<file path="src/rtl/reg_seq_ctrl_pkg.sv">
// Shared types for the pipeline-register load sequencer.
// State encoding and default stage count.
package reg_seq_ctrl_pkg;

    typedef enum logic [1:0] {
        ST_IDLE = 2'd0,
        ST_LOAD = 2'd1,
        ST_WAIT = 2'd2,
        ST_DONE = 2'd3
    } state_t;

    localparam int DEF_N_STAGES = 4;

endpackage

</file>
<file path="src/rtl/reg_seq_ctrl_if.sv">
// Control/status bundle between a requester and the sequencer.
// master drives requests; slave is the sequencer.
interface reg_seq_ctrl_if #(
    parameter int N_STAGES = 4,
    parameter int WAIT_W   = 4,
    parameter int IDX_W    = 2
);
    logic                start;
    logic [WAIT_W-1:0]   wait_cfg;
    logic                abort;
    logic                clr_ovr;
    logic [N_STAGES-1:0] en;
    logic [IDX_W-1:0]    stage;
    logic                busy;
    logic                done;
    logic                overrun;

    modport master (
        output start, wait_cfg, abort, clr_ovr,
        input  en, stage, busy, done, overrun
    );

    modport slave (
        input  start, wait_cfg, abort, clr_ovr,
        output en, stage, busy, done, overrun
    );
endinterface

</file>
<file path="src/rtl/reg_seq_ctrl_wait_cnt.sv">
// Loadable down-counter; last is registered and high while the count is 1.
// Decrement stops at zero so the counter never wraps.
module seq_wait_cnt #(
    parameter int W = 4
) (
    input  logic         clk,
    input  logic         rst,
    input  logic         load,
    input  logic [W-1:0] val,
    input  logic         dec,
    output logic         last
);
    logic [W-1:0] cnt;

    always_ff @(posedge clk or negedge rst) begin
        if (!rst) begin
            cnt  <= '0;
            last <= 1'b0;
        end else if (load) begin
            cnt  <= val;
            last <= (val == W'(1));
        end else if (dec && cnt != '0) begin
            cnt  <= cnt - W'(1);
            last <= (cnt == W'(2));
        end
    end
endmodule

</file>
<file path="src/rtl/reg_seq_ctrl.sv">
// Sequencer issuing one-hot load enables to a chain of pipeline registers,
// with programmable settle cycles between loads and a sticky overrun flag.
module reg_seq_ctrl
    import reg_seq_ctrl_pkg::*;
#(
    parameter int N_STAGES = DEF_N_STAGES,
    parameter int WAIT_W   = 4,
    parameter int IDX_W    = 2
) (
    input  logic          clk,
    input  logic          rst,
    reg_seq_ctrl_if.slave bus
);
    localparam logic [IDX_W-1:0] LAST_IDX = IDX_W'(N_STAGES - 1);

    state_t              state, state_n;
    logic [IDX_W-1:0]    stage_q, stage_n;
    logic [WAIT_W-1:0]   wcfg_q;
    logic                wcfg_ld, cnt_ld, cnt_dec, cnt_last, ovr_set;
    logic [N_STAGES-1:0] en_q;
    logic                busy_q, done_q, ovr_q;

    seq_wait_cnt #(.W(WAIT_W)) u_cnt (
        .clk  (clk),
        .rst  (rst),
        .load (cnt_ld),
        .val  (wcfg_q),
        .dec  (cnt_dec),
        .last (cnt_last)
    );

    always_comb begin
        state_n = state;
        stage_n = stage_q;
        wcfg_ld = 1'b0;
        cnt_ld  = 1'b0;
        cnt_dec = 1'b0;
        ovr_set = bus.start && (state == ST_LOAD || state == ST_WAIT);
        unique case (state)
            ST_IDLE: begin
                if (bus.start && !bus.abort) begin
                    state_n = ST_LOAD;
                    stage_n = '0;
                    wcfg_ld = 1'b1;
                end
            end
            ST_LOAD: begin
                if (bus.abort) begin
                    state_n = ST_IDLE;
                    stage_n = '0;
                end else if (wcfg_q != '0) begin
                    state_n = ST_WAIT;
                    cnt_ld  = 1'b1;
                end else if (stage_q == LAST_IDX) begin
                    state_n = ST_DONE;
                end else begin
                    stage_n = stage_q + IDX_W'(1);
                end
            end
            ST_WAIT: begin
                if (bus.abort) begin
                    state_n = ST_IDLE;
                    stage_n = '0;
                end else if (!cnt_last) begin
                    cnt_dec = 1'b1;
                end else if (stage_q == LAST_IDX) begin
                    state_n = ST_DONE;
                end else begin
                    state_n = ST_LOAD;
                    stage_n = stage_q + IDX_W'(1);
                end
            end
            ST_DONE: begin
                // abort in the done cycle drops a back-to-back start
                if (bus.start && !bus.abort) begin
                    state_n = ST_LOAD;
                    stage_n = '0;
                    wcfg_ld = 1'b1;
                end else begin
                    state_n = ST_IDLE;
                    stage_n = '0;
                end
            end
            default: begin
                state_n = ST_IDLE;
                stage_n = '0;
            end
        endcase
    end

    always_ff @(posedge clk or negedge rst) begin
        if (!rst) begin
            state   <= ST_IDLE;
            stage_q <= '0;
            wcfg_q  <= '0;
            en_q    <= '0;
            busy_q  <= 1'b0;
            done_q  <= 1'b0;
            ovr_q   <= 1'b0;
        end else begin
            state   <= state_n;
            stage_q <= stage_n;
            if (wcfg_ld) wcfg_q <= bus.wait_cfg;
            en_q    <= (state_n == ST_LOAD) ? (N_STAGES'(1) << stage_n) : '0;
            busy_q  <= (state_n != ST_IDLE);
            done_q  <= (state_n == ST_DONE);
            ovr_q   <= ovr_set | (ovr_q & ~bus.clr_ovr);
        end
    end

    assign bus.en      = en_q;
    assign bus.stage   = stage_q;
    assign bus.busy    = busy_q;
    assign bus.done    = done_q;
    assign bus.overrun = ovr_q;
endmodule

</file>
<file path="src/flat_wrapper.sv">
// flat-port wrapper written by rule: the top's interface ports become plain ports
module reg_seq_ctrl_flat import reg_seq_ctrl_pkg::*;
#(
    parameter int N_STAGES = DEF_N_STAGES,
    parameter int WAIT_W   = 4,
    parameter int IDX_W    = 2
)
  (clk, rst, bus_start, bus_wait_cfg, bus_abort, bus_clr_ovr, bus_en, bus_stage, bus_busy, bus_done, bus_overrun);
  reg_seq_ctrl_if #(.N_STAGES(N_STAGES), .WAIT_W(WAIT_W), .IDX_W(IDX_W)) bus_i ();
  input  logic clk;
  input  logic rst;
  input wire logic [$bits(bus_i.start)-1:0] bus_start;
  input wire logic [$bits(bus_i.wait_cfg)-1:0] bus_wait_cfg;
  input wire logic [$bits(bus_i.abort)-1:0] bus_abort;
  input wire logic [$bits(bus_i.clr_ovr)-1:0] bus_clr_ovr;
  output wire logic [$bits(bus_i.en)-1:0] bus_en;
  output wire logic [$bits(bus_i.stage)-1:0] bus_stage;
  output wire logic [$bits(bus_i.busy)-1:0] bus_busy;
  output wire logic [$bits(bus_i.done)-1:0] bus_done;
  output wire logic [$bits(bus_i.overrun)-1:0] bus_overrun;
  assign bus_i.start = bus_start;
  assign bus_i.wait_cfg = bus_wait_cfg;
  assign bus_i.abort = bus_abort;
  assign bus_i.clr_ovr = bus_clr_ovr;
  assign bus_en = bus_i.en;
  assign bus_stage = bus_i.stage;
  assign bus_busy = bus_i.busy;
  assign bus_done = bus_i.done;
  assign bus_overrun = bus_i.overrun;
  reg_seq_ctrl #(.N_STAGES(N_STAGES), .WAIT_W(WAIT_W), .IDX_W(IDX_W)) u_core (.clk(clk), .rst(rst), .bus(bus_i));
endmodule
</file>
<file path="config.mk">
export PLATFORM = sky130hd
export DESIGN_NAME = reg_seq_ctrl_flat
export DESIGN_NICKNAME = d
export VERILOG_FILES = /design/src/rtl/reg_seq_ctrl_pkg.sv /design/src/rtl/reg_seq_ctrl_if.sv /design/src/rtl/reg_seq_ctrl_wait_cnt.sv /design/src/rtl/reg_seq_ctrl.sv /design/src/flat_wrapper.sv
export SDC_FILE = /design/constraint.sdc
export NUM_CORES = 1
export LEC_CHECK = 0
export ABC_CLOCK_PERIOD_IN_PS = 2100
export BUFFER_PORTS_ARGS = -buffer_cell sky130_fd_sc_hd__buf_2
export CAP_MARGIN = 15
export CELL_PAD_IN_SITES_DETAIL_PLACEMENT = 0
export CELL_PAD_IN_SITES_GLOBAL_PLACEMENT = 1
export CORE_UTILIZATION = 30
export CTS_BUF_LIST = sky130_fd_sc_hd__clkbuf_8
export DETAILED_ROUTE_END_ITERATION = 8
export PLACE_DENSITY = 0.64
export SYNTH_ARGS = -nofsm -noshare
export SYNTH_HDL_FRONTEND = slang
export SYNTH_SLANG_ARGS = --single-unit
</file>
<file path="constraint.sdc">
create_clock -name clk -period 2.1 [get_ports clk]
set_clock_uncertainty 0.05 [all_clocks]
set_input_delay 0.42 -clock clk [delete_from_list [all_inputs] [get_ports clk]]
set_output_delay 0.42 -clock clk [all_outputs]
set_load 0.02 [all_outputs]
</file>
# After elaboration in Yosys (flattened, before gate mapping)
# Cells that the tools add are included.
# W data, S select, Z words.
[word_totals]
in_bits = 9
regBits = 20
elab_cells = 63
output_inout_bits = 9
[op_classes]
shifts = 1
mux = 29
n_addsub = 2
n_bitwise = 3
n_eq_ne = 8
reduce_logical = 11
[ops]
columns = ["cell", "count"]
rows = [
  ["$mux W2", 13],
  ["$pmux W2 S4", 2],
  ["$mux W4", 3],
  ["$mux W1", 11],
  ["$eq A2 B2 Y1 const B", 4],
  ["$reduce_bool A4 Y1", 2],
  ["$eq A2 B1 Y1 const B", 2],
  ["$eq A4 B1 Y1 const B", 1],
  ["$eq A4 B2 Y1 const B", 1],
  ["$reduce_bool A2 Y1", 2],
  ["$shl A1 B2 Y4 const A", 1],
  ["$sub A4 B1 Y4 const B", 1],
  ["$logic_and A1 B1 Y1", 3],
  ["$add A2 B1 Y2 const B", 1],
  ["$logic_not A2 Y1", 1],
  ["$reduce_or A2 Y1", 1],
  ["$and A1 B1 Y1", 1],
  ["$logic_not A1 Y1", 1],
  ["$logic_or A1 B1 Y1", 1],
  ["$not A1 Y1", 1],
  ["$or A1 B1 Y1", 1],
]

# Depth between registers and ports, before layout
[logic_depth]
depth_word = 7
ltp_mapped = 6
depth_no_buf = 6

# Modules after synthesis
# A second synthesis with hierarchy kept.
[hier_totals]
hier_cells = 107
hier_area_um2 = 1117.3
[modules_own_cells]
columns = ["mod", "seq_area_each_um2", "area_each_um2", "cells_each", "n_inst"]
rows = [
  ["reg_seq_ctrl", 375.4, 775.7, 70, 1],
  ["seq_wait_cnt", 125.1, 341.6, 37, 1],
]

# Worst setup path after synthesis
# Ideal clock, no wire load.
[synth_path]
kind = "reg-to-reg"
start = "reg u_core.state[0]"
end = "reg u_core.en_q[3], in the netlist u_core.bus.en[3]"
path_stages_with_launch = 7
period_less_slack_ns = 1.848
required_ns = 1.929
arrival_time_ns = 1.677
setup_time_ns = 0.121
slack_ns = 0.252
n_path_buf = 0
cell_sequence = "dfrtp_1 inv_1 ha_1 or2_2 a22o_1 a32o_1 and4bb_1"
[synth_between]
elab_cells_between_ends = 15
classes_between = "eq/ne (4); shift (1); mux (9); reduce/logical (1)"
[synth_lines]
columns = ["item", "line", "text"]
rows = [
  ["from (decl)", "reg_seq_ctrl.sv:16", "state_t state, state_n;"],
  ["from (signal assigned)", "reg_seq_ctrl.sv:101", "state <= state_n;"],
  ["$eq A2 B2 Y1 (tied with other cells)", "reg_seq_ctrl.sv:39", "unique case (state)"],
  ["$pmux W2 S4 (*)", "reg_seq_ctrl.sv:39", ""],
  ["via u_core.stage_n[1]", "reg_seq_ctrl.sv:17", "logic [IDX_W-1:0] stage_q, stage_n;"],
  ["$shl A1 B2 Y4 (*)", "reg_seq_ctrl.sv:104", "en_q <= (state_n == ST_LOAD) ? (N_STAGES'(1) << stage_n) : '0;"],
  ["$mux W4 (*)", "reg_seq_ctrl.sv:104", ""],
  ["to (signal assigned)", "reg_seq_ctrl.sv:104", ""],
  ["to (decl)", "reg_seq_ctrl.sv:20", "logic [N_STAGES-1:0] en_q;"],
]
# Mark *: on every way through the listed nets, which the timed path passes. The rest lies on a longest branch.
# A chain may end at the register's enable or synchronous reset.

# Worst setup path after layout
[layout_path]
start = "reg u_core.state[1]"
end = "reg u_core.en_q[3], in the netlist u_core.bus.en[3]"
# The elaborated chain is that of the path after synthesis.

==> run metrics <==
root buf cell=clkbuf_8; mapped cell area=1131 um2; vias in the first global route=879; Post-CTS Setup Bufs=0; TritonRoute pass-1 iters=4; Slew Viols, Final=0; worst reg2reg path startpoint=u_core.state[1]; worst-path fanout max=7; full die area=4020 um2; # DRC=0; Die Span Y=63.40 um; hold_buf cts=0; Initial Utilization=0.3261; synth unique cells=35; Clock Tree Buf Depth=2; initial antenna violation count=0; Final ANT Viol Nets=0; DR vias=870; area grow syn2layout=19.91%; final setup fails=0; gpl congestion=0.8844; Top-Level Pins=18; total power draw=0.001809 W; CTS Sinks=20; DP HPWL=1705 um; Worst-path clk slew=70 ps; number of diodes=0; footprint of the multi-input gates=605.6 um2; Num CTS Buffers=3; Critical Path RT=2200 ps; dpl ws=104.6 ps; Cell Rows=21; Overflow after GRT=0; Final WS setup=119.5 ps; most frequent cells in the layout=dfrtp_1, buf_2, inv_1; Synth Warn #=0; CTS tree=built; Worst-Margin Slew=465.6 ps; Seq/Total Area, Yosys=0.4425; setup TNS=0 ps; Hold Path Class=in -> async; unrepaired setup endpoints after global routing=no; power per standard cell area=1334 nW/um2; Inst Count DP=168; Post-Syn Nets=118; Avg Inst Size Synth=11.09 um2; Tcrit/Tclk final=0.9431; first-pass GRT wire length=3995 um; critical path endpoint category=flop; most common cell after layout, fill and taps aside=dfrtp_1; minimum clock period=1981 ps; H-Tree Level Count=1; FF+latch area=500.5 um2; Synth Instances=102; layout cells sized above 1=0.3571; Pleak=0.6028 nW; DR iter-0 viols=17; WL final=2263 um; top cell type's share of synthesized area=0.4425; Relative slew margins=0.6877; outcome=completed; top post-synthesis cells by area=dfrtp_1, ha_1, mux2_2; GRT Total Usage=0.1273; peak supply drop=0.5318 mV; Yosys top cell by area=dfrtp_1; Non-Filler Instances=172; port bufs=17; critical path type=reg -> reg; die width=63.40 um; Crit. Startpoint=u_core.state[1]; Max-Cap Viols=0; via/cell ratio=5.058; Synth Register Bits=20; fmax=504.9 MHz; CP arrival=2080 ps; # fillers=365; wire per inst=13.16 um; largest net degree at the start of global routing=21; Worst Setup Start Kind=flop; clock latency on the worst-skew pair=250 ps; Core ar.=3468 um2; Hold Vio Cnt, Final=0; Final nets=143
flip-flops by register name (all words and copies together) (netlist names):
signal and cells:
u_core.u_cnt.last 1, u_core.state 2, u_core.u_cnt.cnt 4, u_core.bus.overrun 1, u_core.wcfg_q 4, u_core.bus.busy 1
u_core.bus.stage 2, u_core.bus.en 4, u_core.bus.done 1
synth_stat cells, drive strengths merged:
cell     instances
and3             1
nand2b           3
nor4b            2
a22o             2
nand2            4
inv              8
a32o             1
o21ai            5
o32ai            1
a22oi            1
o31ai            2
nand3            6
and4bb           1
o2111ai          3
ha               7
nor3             2
or3              1
a21oi            2
nor4             3
nor2b            2
mux2             5
and2             2
or2              2
or3b             1
nor3b            1
nand3b           1
or2b             1
xnor2            2
xor2             1
o211ai           1
nor2             7
a32oi            1
dfrtp           20
metal layers:
metal	share of wire	routed length, um	global-route usage	up-vias
met2	0.47	1074	0.1915	11
met5	0	0	0	-
met3	0.015	33	0.01630	2
met1	0.50	1136	0.1745	437
met4	0.0080	18	0.07102	0
li1	-	-	-	420
timing repair:
item / 4_1_cts / 5_1_grt
hold endpoints to repair: 0 / 0
endpoints found under the setup margin: 0 / 5
resized for setup: 0 / 2
cell type report:
| class | count | area share |
|---|---|---|
| sequential | 20 | 0.3690 |
| inverter | 8 | 0.02214 |
| tap | 46 | 0.04244 |
| multi-input combinational | 74 | 0.4465 |
| clock buffer | 4 | 0.04059 |
| timing repair buffer | 20 | 0.07934 |
worst paths after layout:
| kind | end | slack, ps | cells past startpoint |
|---|---|---|---|
| max | u_core.bus.en[3] | 120 | 6 |
| min | u_core.bus.busy | 40 | 1 |
| max reg2reg | u_core.bus.en[3] | 120 | 6 |
| min reg2reg | u_core.bus.overrun | 480 | 2 |
| max in group asynchronous | u_core.u_cnt.cnt[1] | 1650 | 1 |
| min in group clk | u_core.bus.overrun | 290 | 2 |
metrics by stage:
stage | util | area [um2] | hold WS (ps)
floorplan | - | 1131 | 74.41
global placement | 0.3737 | 1296 | 338.4
detailed placement | 0.3737 | 1296 | 346.0
CTS | 0.3896 | 1351 | 65.42
global route | 0.3911 | 1356 | 75.30
finish | 0.3911 | 1356 | 44.98
critical path: stages (launching register included):
cell      delay (ps)
dfrtp_1          420
inv_1             80
ha_1             250
or2_2            330
a22o_1           240
a32o_1           280
and4bb_1         230
cells by family (layout without fill, tap and decap cells):
| family | Yosys count | in the layout | synth area share |
|---|---|---|---|
| AOI/OAI and AO/OA | 19 | 19 | 0.1416 |
| xor gates and xnor gates | 3 | 3 | 0.02323 |
| adders and majority gates | 7 | 7 | 0.07743 |
| buffers and inverters | 8 | 32 | 0.02655 |
| DFF | 20 | 20 | 0.4425 |
| muxes | 5 | 5 | 0.04978 |
| and+or+nand+nor | 40 | 40 | 0.2389 |
power by group:
group          switching (W)  total [W]  internal (W)
logic               0.000456   0.000846      0.000390
registers           0.000151   0.000681      0.000530
clock network       0.000117   0.000283      0.000166
(Power assumes the default switching activity.)
